File: config.mk
export PLATFORM = sky130hd
export DESIGN_NAME = mips_instr_encoder
export DESIGN_NICKNAME = d
export VERILOG_FILES = /design/src/rtl/mips_instr_encoder.sv
export SDC_FILE = /design/constraint.sdc
export NUM_CORES = 1
export LEC_CHECK = 0
export CAP_MARGIN = 20
export CORE_MARGIN = 10
export CORE_UTILIZATION = 40
export CTS_CLUSTER_DIAMETER = 100
export DETAILED_ROUTE_END_ITERATION = 8
export GPL_TIMING_DRIVEN = 1
export PLACE_DENSITY_LB_ADDON = 0.05
export SLEW_MARGIN = 30
export SYNTH_ARGS = -nofsm -noshare
export SYNTH_HDL_FRONTEND = slang
export SYNTH_SLANG_ARGS = --single-unit
export TNS_END_PERCENT = 50
File: constraint.sdc
create_clock -name clk -period 3.5 [get_ports clk]
set_clock_uncertainty 0.05 [all_clocks]
set_input_delay 0.7 -clock clk [delete_from_list [all_inputs] [get_ports clk]]
set_output_delay 0.7 -clock clk [all_outputs]
set_load 0.02 [all_outputs]
File: src/rtl/mips_instr_encoder.sv
// MIPS instruction encoder: mnemonic + fields -> 32-bit word, behind a small FIFO.
// Optional saturating statistics counters when MIPS_ENC_STATS_EN is defined.
module mips_instr_encoder #(
    parameter int DEPTH = 2,
    parameter int CNT_W = 16
) (
    input  logic              clk,
    input  logic              reset,
    input  logic              in_valid,
    output logic              in_ready,
    input  logic [4:0]        mnem,
    input  logic [4:0]        rs,
    input  logic [4:0]        rt,
    input  logic [4:0]        rd,
    input  logic [4:0]        shamt,
    input  logic [15:0]       imm,
    input  logic [25:0]       target,
    output logic              out_valid,
    input  logic              out_ready,
    output logic [31:0]       instr,
    output logic              illegal
`ifdef MIPS_ENC_STATS_EN
    ,
    output logic [CNT_W-1:0]  enc_count,
    output logic [CNT_W-1:0]  illegal_count
`endif
);

    localparam int AW = $clog2(DEPTH);

    logic [31:0]   mem [DEPTH];
    logic [AW-1:0] wr_ptr;
    logic [AW-1:0] rd_ptr;
    logic [AW:0]   count;
    logic [31:0]   enc;
    logic          legal;
    logic          accept;
    logic          push;
    logic          pop;

    assign in_ready  = (count != (AW+1)'(DEPTH));
    assign out_valid = (count != '0);
    assign instr     = mem[rd_ptr];
    assign accept    = in_valid && in_ready;
    assign push      = accept && legal;
    assign pop       = out_valid && out_ready;

    // Fields the ISA leaves unused for a mnemonic are forced to zero.
    always_comb begin
        enc   = '0;
        legal = 1'b1;
        case (mnem)
            5'd0:  enc = {6'b000000, rs, rt, rd, 5'd0, 6'b100000};
            5'd1:  enc = {6'b000000, rs, rt, rd, 5'd0, 6'b100010};
            5'd2:  enc = {6'b000000, rs, rt, rd, 5'd0, 6'b100100};
            5'd3:  enc = {6'b000000, rs, rt, rd, 5'd0, 6'b100101};
            5'd4:  enc = {6'b000000, rs, rt, rd, 5'd0, 6'b101010};
            5'd5:  enc = {6'b000000, rs, 15'd0, 6'b001000};
            5'd6:  enc = {6'b000000, rs, 5'd0, rd, 5'd0, 6'b001001};
            5'd7:  enc = {6'b000000, rs, rt, 10'd0, 6'b011000};
            5'd8:  enc = {6'b100011, rs, rt, imm};
            5'd9:  enc = {6'b101011, rs, rt, imm};
            5'd10: enc = {6'b000100, rs, rt, imm};
            5'd11: enc = {6'b001000, rs, rt, imm};
            5'd12: enc = {6'b001001, rs, rt, imm};
            5'd13: enc = {6'b001101, rs, rt, imm};
            5'd14: enc = {6'b000010, target};
            5'd15: enc = {6'b000101, rs, rt, imm};
            5'd16: enc = {6'b100001, rs, rt, imm};
            5'd17: enc = {6'b100000, rs, rt, imm};
            5'd18: enc = {6'b100100, rs, rt, imm};
            5'd19: enc = {6'b001100, rs, rt, imm};
            5'd20: enc = {6'b000011, target};
            5'd21: enc = {6'b001111, 5'd0, rt, imm};
            5'd22: enc = {6'b001110, rs, rt, imm};
            5'd23: enc = {6'b000110, rs, 5'd0, imm};
            5'd24: enc = {6'b001010, rs, rt, imm};
            5'd25: enc = {6'b001011, rs, rt, imm};
            5'd26: enc = {6'b000111, rs, 5'd0, imm};
            5'd27: enc = {6'b100101, rs, rt, imm};
            5'd28: enc = {6'b101001, rs, rt, imm};
            5'd29: enc = {6'b101000, rs, rt, imm};
            default: legal = 1'b0;
        endcase
    end

    // Storage is cleared on reset so instr reads zero until the first write.
    always_ff @(posedge clk) begin
        if (reset) begin
            wr_ptr  <= '0;
            rd_ptr  <= '0;
            count   <= '0;
            illegal <= 1'b0;
            for (int i = 0; i < DEPTH; i++) begin
                mem[i] <= '0;
            end
        end else begin
            if (push) begin
                mem[wr_ptr] <= enc;
                wr_ptr      <= wr_ptr + AW'(1);
            end
            if (pop) begin
                rd_ptr <= rd_ptr + AW'(1);
            end
            count   <= count + (AW+1)'(push) - (AW+1)'(pop);
            illegal <= accept && !legal;
        end
    end

`ifdef MIPS_ENC_STATS_EN
    always_ff @(posedge clk) begin
        if (reset) begin
            enc_count     <= '0;
            illegal_count <= '0;
        end else begin
            if (push && (enc_count != '1)) begin
                enc_count <= enc_count + CNT_W'(1);
            end
            if (accept && !legal && (illegal_count != '1)) begin
                illegal_count <= illegal_count + CNT_W'(1);
            end
        end
    end
`endif

endmodule

# Word level (Yosys, flattened, before mapping)
# Memories as Yosys holds them, arrays and structs flattened. A register that Yosys moved wholly into a read port is not among the register bits.
# Cells that the tools add are included.
# W data, S select, Z words.
classes:
  n_addsub: 4
  n_eq_ne: 30
  mux: 12
  n_reduce_logical: 9
op_table:
  columns: ["op", "n"]
  rows:
  - ["$pmux W32 S30", 1]
  - ["$eq A5 B5 Y1 const B", 14]
  - ["$eq A5 B4 Y1 const B", 8]
  - ["$mux W32", 1]
  - ["$reduce_or A32 Y1", 1]
  - ["$reduce_or A30 Y1", 1]
  - ["$eq A5 B3 Y1 const B", 4]
  - ["$eq A5 B2 Y1 const B", 2]
  - ["$mux W1", 10]
  - ["$eq A5 B1 Y1 const B", 1]
  - ["$logic_not A5 Y1", 1]
  - ["$logic_and A1 B1 Y1", 4]
  - ["$add A1 B1 Y1 const B", 2]
  - ["$add A2 B1 Y2", 1]
  - ["$ne A2 B2 Y1 const B", 1]
  - ["$reduce_bool A2 Y1", 1]
  - ["$sub A2 B1 Y2", 1]
  - ["$logic_not A1 Y1", 1]
totals:
  register_bits: 5
  ram_bits: 64
  in_bits: 71
  out_inout_bits: 35
  word_cells: 60
  memories: 1
mem_list:
  columns: ["name", "words", "word_bits", "rd", "rd_ports_with_merged_regs", "wr", "line_no", "source"]
  rows:
  - ["mem", 2, 32, 1, 1, 2, "31", "logic [31:0] mem [DEPTH];"]

# Logic depth before layout (Yosys ltp)
# Gate-level depths: netlist (run 1).
logic_depth:
  ltp_word: 9
  mapped_depth: 9
  ltp_nobuf: 8

# Worst setup path before layout (run 1)
# No wires, ideal clock.
synth_path:
  kind: "in2reg"
  from: "input port mnem[2]"
  to: "memory mem[0][0] (enable)"
  setup_ps: 426
  arrival_time_ps: 2673
  required_ps: 3024
  slack_ps: 352
  path_stages: 4
  path_buffers: 1
  path_cell_list: "buf_2 > nand4_1 > nand3_1 > o21bai_1"
synth_lines:
  columns: ["item", "line_no", "source"]
  rows:
  - ["start: declaration", "11", "input logic [4:0] mnem,"]
  - ["end: declaration", "31", null]

==> key figures, run 1 <==
STA
  – Slew headroom: 43.7%
  – Final hold violation count: 0
  – Max-slew violation count: 0
  – Setup violations, final: 0
  – RSZ-0062 raised after global routing: false
  – Fmax: 363 MHz
  – Min Tclk post-route: 2.76 ns
  – Worst-margin pin slew: 0.840 ns
  – Setup_tns: 0 ns
  – Tcrit/Tclk final: 78.8%

Global routing
  – Initial antenna violation count: 0
  – Largest net degree at the start of global routing: 32
  – GRT Util Overall: 14.5%
  – Grt total ovfl: 0
  – First-pass GRT wire length: 15500 µm
  – Vias in the first global route: 3077

Detailed routing
  – Via count: 2956
  – WL met3: 689 µm
  – WL/cell: 17.9 µm
  – Post-route ant nets: 0
  – Aggregate routed wire length: 9790 µm
  – Drt pass-1 iters: 4
  – Met2 wire len: 4850 µm
  – DRT iter0 DRCs: 225
  – Max layer used: met4
  – M1 WL: 4160 µm
  – Number of remaining DRC errors: 0
  – Vias/cell: 5.41

Clocking
  – Clock transition at path regs: 0.08 ns
  – Total CTS buffers: 9
  – Clock Sink Count: 68
  – # hold bufs at CTS: 0
  – CTS resizes: 0
  – Root buf cell: clkbuf_8
  – Bufs on Longest Clock Path: 2
  – Worst-skew pair later-pin latency: 0.34 ns
  – TritonCTS clock tree: done
  – H-tree Lvls: 3
  – Postcts setup bufs: 0

Cells and area
  – Share of post-route cells with drive strength above 1: 14.5%
  – Nets: 503
  – Diodes inserted: 0
  – Combined area of the multi-input logic cells: 1630 µm²
  – Fillers: 819
  – FF/Latch Area: 1980 µm²
  – Layout area overhead: 35.0%
  – Final Instance Area: 5080 µm²

Min path
  – Worst min path class: reg -> reg
  – Worst hold stages: 2
  – Hold path startpoint: rd_ptr$_SDFFE_PP0P_

Critical path
  – CP Cell Sequence: buf_4, mux2_2, clkdlybuf4s50_1
  – Crit-path max cell delay: 0.56 ns
  – Critical path arrival: 2.01 ns
  – Worst Path Max Fanout: 31
  – Register-to-register setup slack: 1.65 ns
  – Reg2reg end: count[1]$_SDFF_PP0_
  – Worst setup path class: reg -> out
  – Setup crit end kind: primary output
  – Crit-path leading delay family: buffers and inverters
  – Worst r2r src: count[0]$_SDFF_PP0_
  – Startpoint Class: register
  – Cells on worst reg2reg path: 8
  – Worst EP required: 2.75 ns
  – Critical path buffer and inverter count: 2
  – Slowest CP cell: clkdlybuf4s50_1

Place
  – Post-Place Cell Area: 4870 µm²
  – RePlAce Congestion: 0.842
  – HPWL Detailed: 6760 µm
  – Buffers on Ports: 99

Outcome
  – Outcome: finished, final reports clean

Die
  – Die H: 117 µm
  – Initial Util: 40.9%
  – Die width: 117 µm
  – FP Rows: 35
  – Core outline area: 9200 µm²
  – Die ar.: 13700 µm²
  – I/O pin count: 106

Logic synthesis
  – Sequential element share of the synthesized area: 52.7%
  – Ys async rst share: 0%
  – Synth top area share: 49.5%
  – EDFF count, synth: 62
  – Synthesized cell area: 3760 µm²
  – Unique cell type count in the Yosys netlist: 54
  – Most area-consuming cells after synthesis: edfxtp_1 (49%), mux2_2 (9.3%), nor2_1 (5.0%), nor2b_1 (3.3%), dfxtp_1 (3.2%)
  – Post-synth top flop: edfxtp_1
  – Cell accounting for the most synthesized area: edfxtp_1
  – Post-synthesis cell count: 338
  – Avg Inst Size Synth: 11.1 µm²
  – Mapped Nets: 411
  – FF+latch count, synth: 68
  – Synth warn: 0

Power
  – Total power: 2.82 mW
  – Pwr dens: 556 nW/µm²
  – Lkg Pwr: 1.85 nW
  – Peak VDD IR: 0.316 mV

Flow run
  – Max-cap violation count: 0
area by class of cell:
| cell class | count | share of cell area, % |
|---|---|---|
| Sequential cell | 68 | 39.0 |
| Clock buffer | 9 | 2.44 |
| Timing Repair Buffer | 112 | 21.7 |
| Inverter | 4 | 0.295 |
| Clock inverter | 7 | 1.77 |
| Multi-Input combinational cell | 235 | 32.1 |
| Tap cell | 111 | 2.73 |
synth_stat cells, types with 4 or more instances:
| master | n |
|---|---|
| a32oi_1 | 7 |
| nor2_1 | 50 |
| nand2_1 | 11 |
| buf_1 | 4 |
| buf_2 | 10 |
| mux2_2 | 31 |
| edfxtp_1 | 62 |
| xnor2_1 | 4 |
| nand4_1 | 8 |
| a222oi_1 | 6 |
| clkbuf_1 | 14 |
| dfxtp_1 | 6 |
| o21ai_0 | 8 |
| a22oi_1 | 5 |
| o2bb2ai_1 | 7 |
| a21oi_1 | 11 |
| inv_1 | 4 |
| nor2b_1 | 20 |
| nand2b_1 | 12 |
logic make-up (layout without fill, tap and decap cells):
kind of cell,after synthesis,count (layout),synth area share (%)
adders and majority gates,2,2,0.665
muxes,31,31,9.28
AOI/OAI and AO/OA,64,64,13.0
DFF,68,68,52.7
xor gates and xnor gates,6,6,1.40
other,1,1,0.0996
buffers and inverters,35,132,4.32
and+or+nand+nor,131,131,18.6
stage by stage:
stage | instances | hold slack [ns] | utilization, % | setup slack, ns
6_report | 546 | 0.466 | 55.3 | 0.743
3_5_place_dp | 530 | 0.457 | 52.9 | 0.417
4_1_cts | 546 | 0.478 | 55.3 | 0.711
3_3_place_gp | 530 | 0.446 | 52.9 | 0.421
2_1_floorplan | 338 | 0.431 | - | 0.352
5_1_grt | 546 | 0.499 | 55.3 | 0.573
where the power goes:
part | switching, mW | internal (mW)
combinational | 0.528 | 0.520
sequential | 0.0370 | 1.04
clock | 0.302 | 0.399
total | 0.868 | 1.96
per-layer routing:
layer | vias to the layer above | global-route usage [%]
met5 | - | 0
met4 | 0 | 4.12
met3 | 8 | 4.03
met2 | 82 | 24.4
met1 | 1410 | 17.8
li1 | 1456 | -
worst register-to-register path, stage by stage, from the launching register on:
cell and delay [ns]:
dfxtp_1 0.35, nand2b_1 0.20, nand3_1 0.22, ha_1 0.35, inv_1 0.05, ha_1 0.14
xor2_1 0.17, xnor2_1 0.14, nor2_1 0.05
cell usage in the layout, fill, tap and decap left out, types with 3 or more instances in the layout:
cell type	n
edfxtp_1	62
inv_1	4
a221oi_1	3
a32oi_1	7
nor2b_1	20
nor4b_1	3
clkbuf_8	9
and3_1	3
buf_4	12
a22oi_1	5
a222oi_1	6
o21ai_0	8
o2bb2ai_1	7
mux2_2	31
clkdlybuf4s50_1	99
nand3_1	3
nand2_1	11
xnor2_1	4
nand4_1	8
and2_1	3
nand2b_1	12
nor2_1	50
dfxtp_1	6
a21oi_1	11
how the worst max path moves through the flow:
stage / from / to / slack [ns] / cells past startpoint
detailed placement: mnem[4] / mem[0][10]$_SDFFCE_PN0P_ / 0.42 / 6
global route: mnem[1] / mem[1][10]$_SDFFCE_PN0P_ / 0.57 / 6
finish: register / instr[26] / 0.74 / 3
global placement: mnem[4] / mem[1][10]$_SDFFCE_PN0P_ / 0.42 / 6
floorplan: mnem[2] / mem[0][0]$_SDFFCE_PN0P_ / 0.35 / 4
CTS: register / instr[26] / 0.71 / 3
sequential cells by signal, summed over array words and instances, names as in the netlist, named ones only:
register	cells
wr_ptr	1
count	2
mem	62
rd_ptr	1
illegal	1
Note: power is estimated with default switching activity, not from simulation.
==> run 2: changes to the inputs <==
==> constraint.sdc (replaced) <==
create_clock -name clk -period 2.7 [get_ports clk]
set_clock_uncertainty 0.05 [all_clocks]
set_input_delay 0.54 -clock clk [delete_from_list [all_inputs] [get_ports clk]]
set_output_delay 0.54 -clock clk [all_outputs]
set_load 0.02 [all_outputs]
==> run 2 against run 1 <==
Against the previous run:
- sequential power grew 31%
- critical endpoint is now instr[14]
- sequential share of layout area shrank 0.80 points
- largest power group unchanged
- die area is the same
- register-to-register slack lost 0.75 ns
- clock power grew 5.1%
- global-route usage grew 0.38 points
- combinational power grew 33%
- final cell count grew 2.4%
- highest routed layer unchanged
- worst setup slack lost 0.47 ns
- cell area grew 2.1%
==> key figures, run 2 (same netlist as run 1, synthesis figures left out) <==
Outcome
  – Outcome: finished, final reports clean

Power
  – NetSw: 1.10 mW (+27%)
  – Lkg Pwr: 1.92 nW (+3.5%)
  – Clk pwr share: 20.8% (-4.0 points)
  – Total power: 3.54 mW (+25%)
  – Reg power frac: 39.5% (+1.4 points)
  – Internal: 2.44 mW (+25%)
  – Combinational share of power: 39.7% (+2.6 points)
  – Peak VDD IR: 0.466 mV (+48%)
  – Pwr dens: 682 nW/µm² (+23%)
  – Switching share of power: 31.1% (+0.39 points)

Cells and area
  – Utilization after layout: 56.4% (+1.2 points)
  – Share of post-route cells with drive strength above 1: 16.7% (+2.3 points)
  – Diodes inserted: 0 (unchanged)
  – Commonest non-fill, non-tap cells in the layout: clkdlybuf4s50_1 (99), edfxtp_1 (62), nor2_1 (50)
  – Final Instance Area: 5190 µm² (+2.1%)
  – Combined area of the multi-input logic cells: 1630 µm² (unchanged)
  – Layout area overhead: 37.8%
  – Most flop-heavy register: mem
  – FF/Latch Area: 1980 µm² (unchanged)
  – Finished Layout Cells: 559 (+2.4%)
  – Nets: 516 (+2.6%)
  – Number of flip-flops under the largest register name: 62 (unchanged)
  – Fillers: 810 (-1.1%)
  – Commonest non-fill, non-tap cell in the layout: clkdlybuf4s50_1
  – Largest regs: mem (62), count (2)

STA
  – Worst setup margin: 0.275 ns (-0.468 ns)
  – RSZ-0062 raised after global routing: false
  – Slew headroom: 45.0% (+1.3 points)
  – Max-slew violation count: 0 (unchanged)
  – Setup violations, final: 0 (unchanged)
  – Final hold violation count: 0 (unchanged)
  – Worst hold slack: 0.472 ns (+0.00619 ns)
  – Worst-margin pin slew: 0.820 ns (-0.0200 ns)
  – Min Tclk post-route: 2.42 ns
  – Tcrit/Tclk final: 89.8%
  – Fmax: 412 MHz
  – Setup_tns: 0 ns (unchanged)

Flow run
  – Max-cap violation count: 0 (unchanged)

Global routing
  – Initial antenna violation count: 0 (unchanged)
  – First-pass GRT wire length: 15800 µm (+1.7%)
  – Grt total ovfl: 0 (unchanged)
  – Vias in the first global route: 3051 (-0.84%)
  – Largest net degree at the start of global routing: 32 (unchanged)
  – GRT Util Overall: 14.9% (+0.38 points)

Die
  – FP Rows: 35 (unchanged)
  – Die ar.: 13700 µm² (unchanged)
  – Initial Util: 40.9% (unchanged)
  – Die H: 117 µm (unchanged)
  – Die width: 117 µm (unchanged)
  – I/O pin count: 106 (unchanged)
  – Core outline area: 9200 µm² (unchanged)

Detailed routing
  – Vias/cell: 5.47 (+1.0%)
  – Via count: 3058 (+3.5%)
  – Number of remaining DRC errors: 0 (unchanged)
  – Aggregate routed wire length: 10100 µm (+3.7%)
  – DRT iter0 DRCs: 180 (-20%)
  – Post-route ant nets: 0 (unchanged)
  – Drt pass-1 iters: 4 (unchanged)
  – WL/cell: 18.1 µm (+1.3%)

Clocking
  – Total CTS buffers: 9 (unchanged)
  – Clock transition at path regs: 0.07 ns (about the same)
  – H-tree Lvls: 3 (unchanged)
  – TritonCTS clock tree: done
  – Root buf cell: clkbuf_8
  – Postcts setup bufs: 0 (unchanged)
  – Worst-skew pair later-pin latency: 0.33 ns (about the same)
  – Clock Sink Count: 68 (unchanged)
  – Bufs on Longest Clock Path: 2 (unchanged)
  – CTS resizes: 0 (unchanged)
  – # hold bufs at CTS: 0 (unchanged)

Critical path
  – Register-to-register setup slack: 0.90 ns (-0.75 ns)
  – Worst setup path class: reg -> out
  – Worst Path Max Fanout: 31 (unchanged)
  – Crit-path max cell delay: 0.56 ns (about the same)
  – Setup crit end kind: primary output
  – Reg2reg end: count[1]$_SDFF_PP0_
  – Worst EP required: 2.11 ns (-0.64 ns)
  – Critical path arrival: 1.83 ns (-0.18 ns)
  – Startpoint Class: register
  – CP Cell Sequence: buf_12, mux2_2, clkdlybuf4s50_1
  – Slowest CP cell: clkdlybuf4s50_1
  – Cells on worst reg2reg path: 8 (unchanged)
  – Worst r2r src: count[1]$_SDFF_PP0_

Min path
  – Worst Hold End: rd_ptr$_SDFFE_PP0P_
  – Worst min path class: reg -> reg
  – Hold path startpoint: rd_ptr$_SDFFE_PP0P_
  – Worst hold stages: 2 (unchanged)

Place
  – RePlAce Congestion: 0.809 (-3.9%)
  – Buffers on Ports: 99 (unchanged)
  – Placed insts: 543 (+2.5%)
  – HPWL Detailed: 7060 µm (+4.5%)
  – Post-Place Cell Area: 5010 µm² (+3.0%)
  – Pre-CTS setup slack: 0.0470 ns (-0.370 ns)
run 2: how the worst max path moves through the flow:
stage                               to     start  slack [ns]  cells past startpoint
6_report                     instr[14]  register        0.28                      3
5_1_grt                      instr[26]  register        0.20                      3
4_1_cts                      instr[27]  register        0.23                      3
3_5_place_dp       count[1]$_SDFF_PP0_   mnem[4]        0.05                      9
3_3_place_gp       count[1]$_SDFF_PP0_   mnem[4]        0.07                      9
2_1_floorplan  mem[0][0]$_SDFFCE_PN0P_   mnem[2]        0.36                      4
run 2: layer usage:
metal  global-route usage, %  share of wire [%]
met2                    25.3                 50
met1                    17.8                 41
met4                    5.77                1.2
met3                    3.62                7.2
met5                       0                  0
run 2: critical path: cells and delay by family (launching register included):
family	cells	cell delay, ns
buffers and inverters	2	0.78
DFF	1	0.35
muxes	1	0.35
run 2: power groups by stage:
stage / clock network (mW) / registers (mW) / logic [mW]
after floorplan: 0 / 1.41 / 0.796
after global placement: 0 / 1.41 / 1.42
after detailed placement: 0 / 1.42 / 1.43
after CTS: 0.759 / 1.40 / 1.43
after global routing: 0.801 / 1.42 / 1.52
final: 0.737 / 1.40 / 1.40
run 2: area by class of cell:
cell class	instances	share of cell area (%)
inverter	4	0.289
timing repair buffer	125	24.1
sequential	68	38.2
clock inverter	3	0.265
tap	111	2.68
multi-input combinational	235	31.4
clock buffer	13	3.06
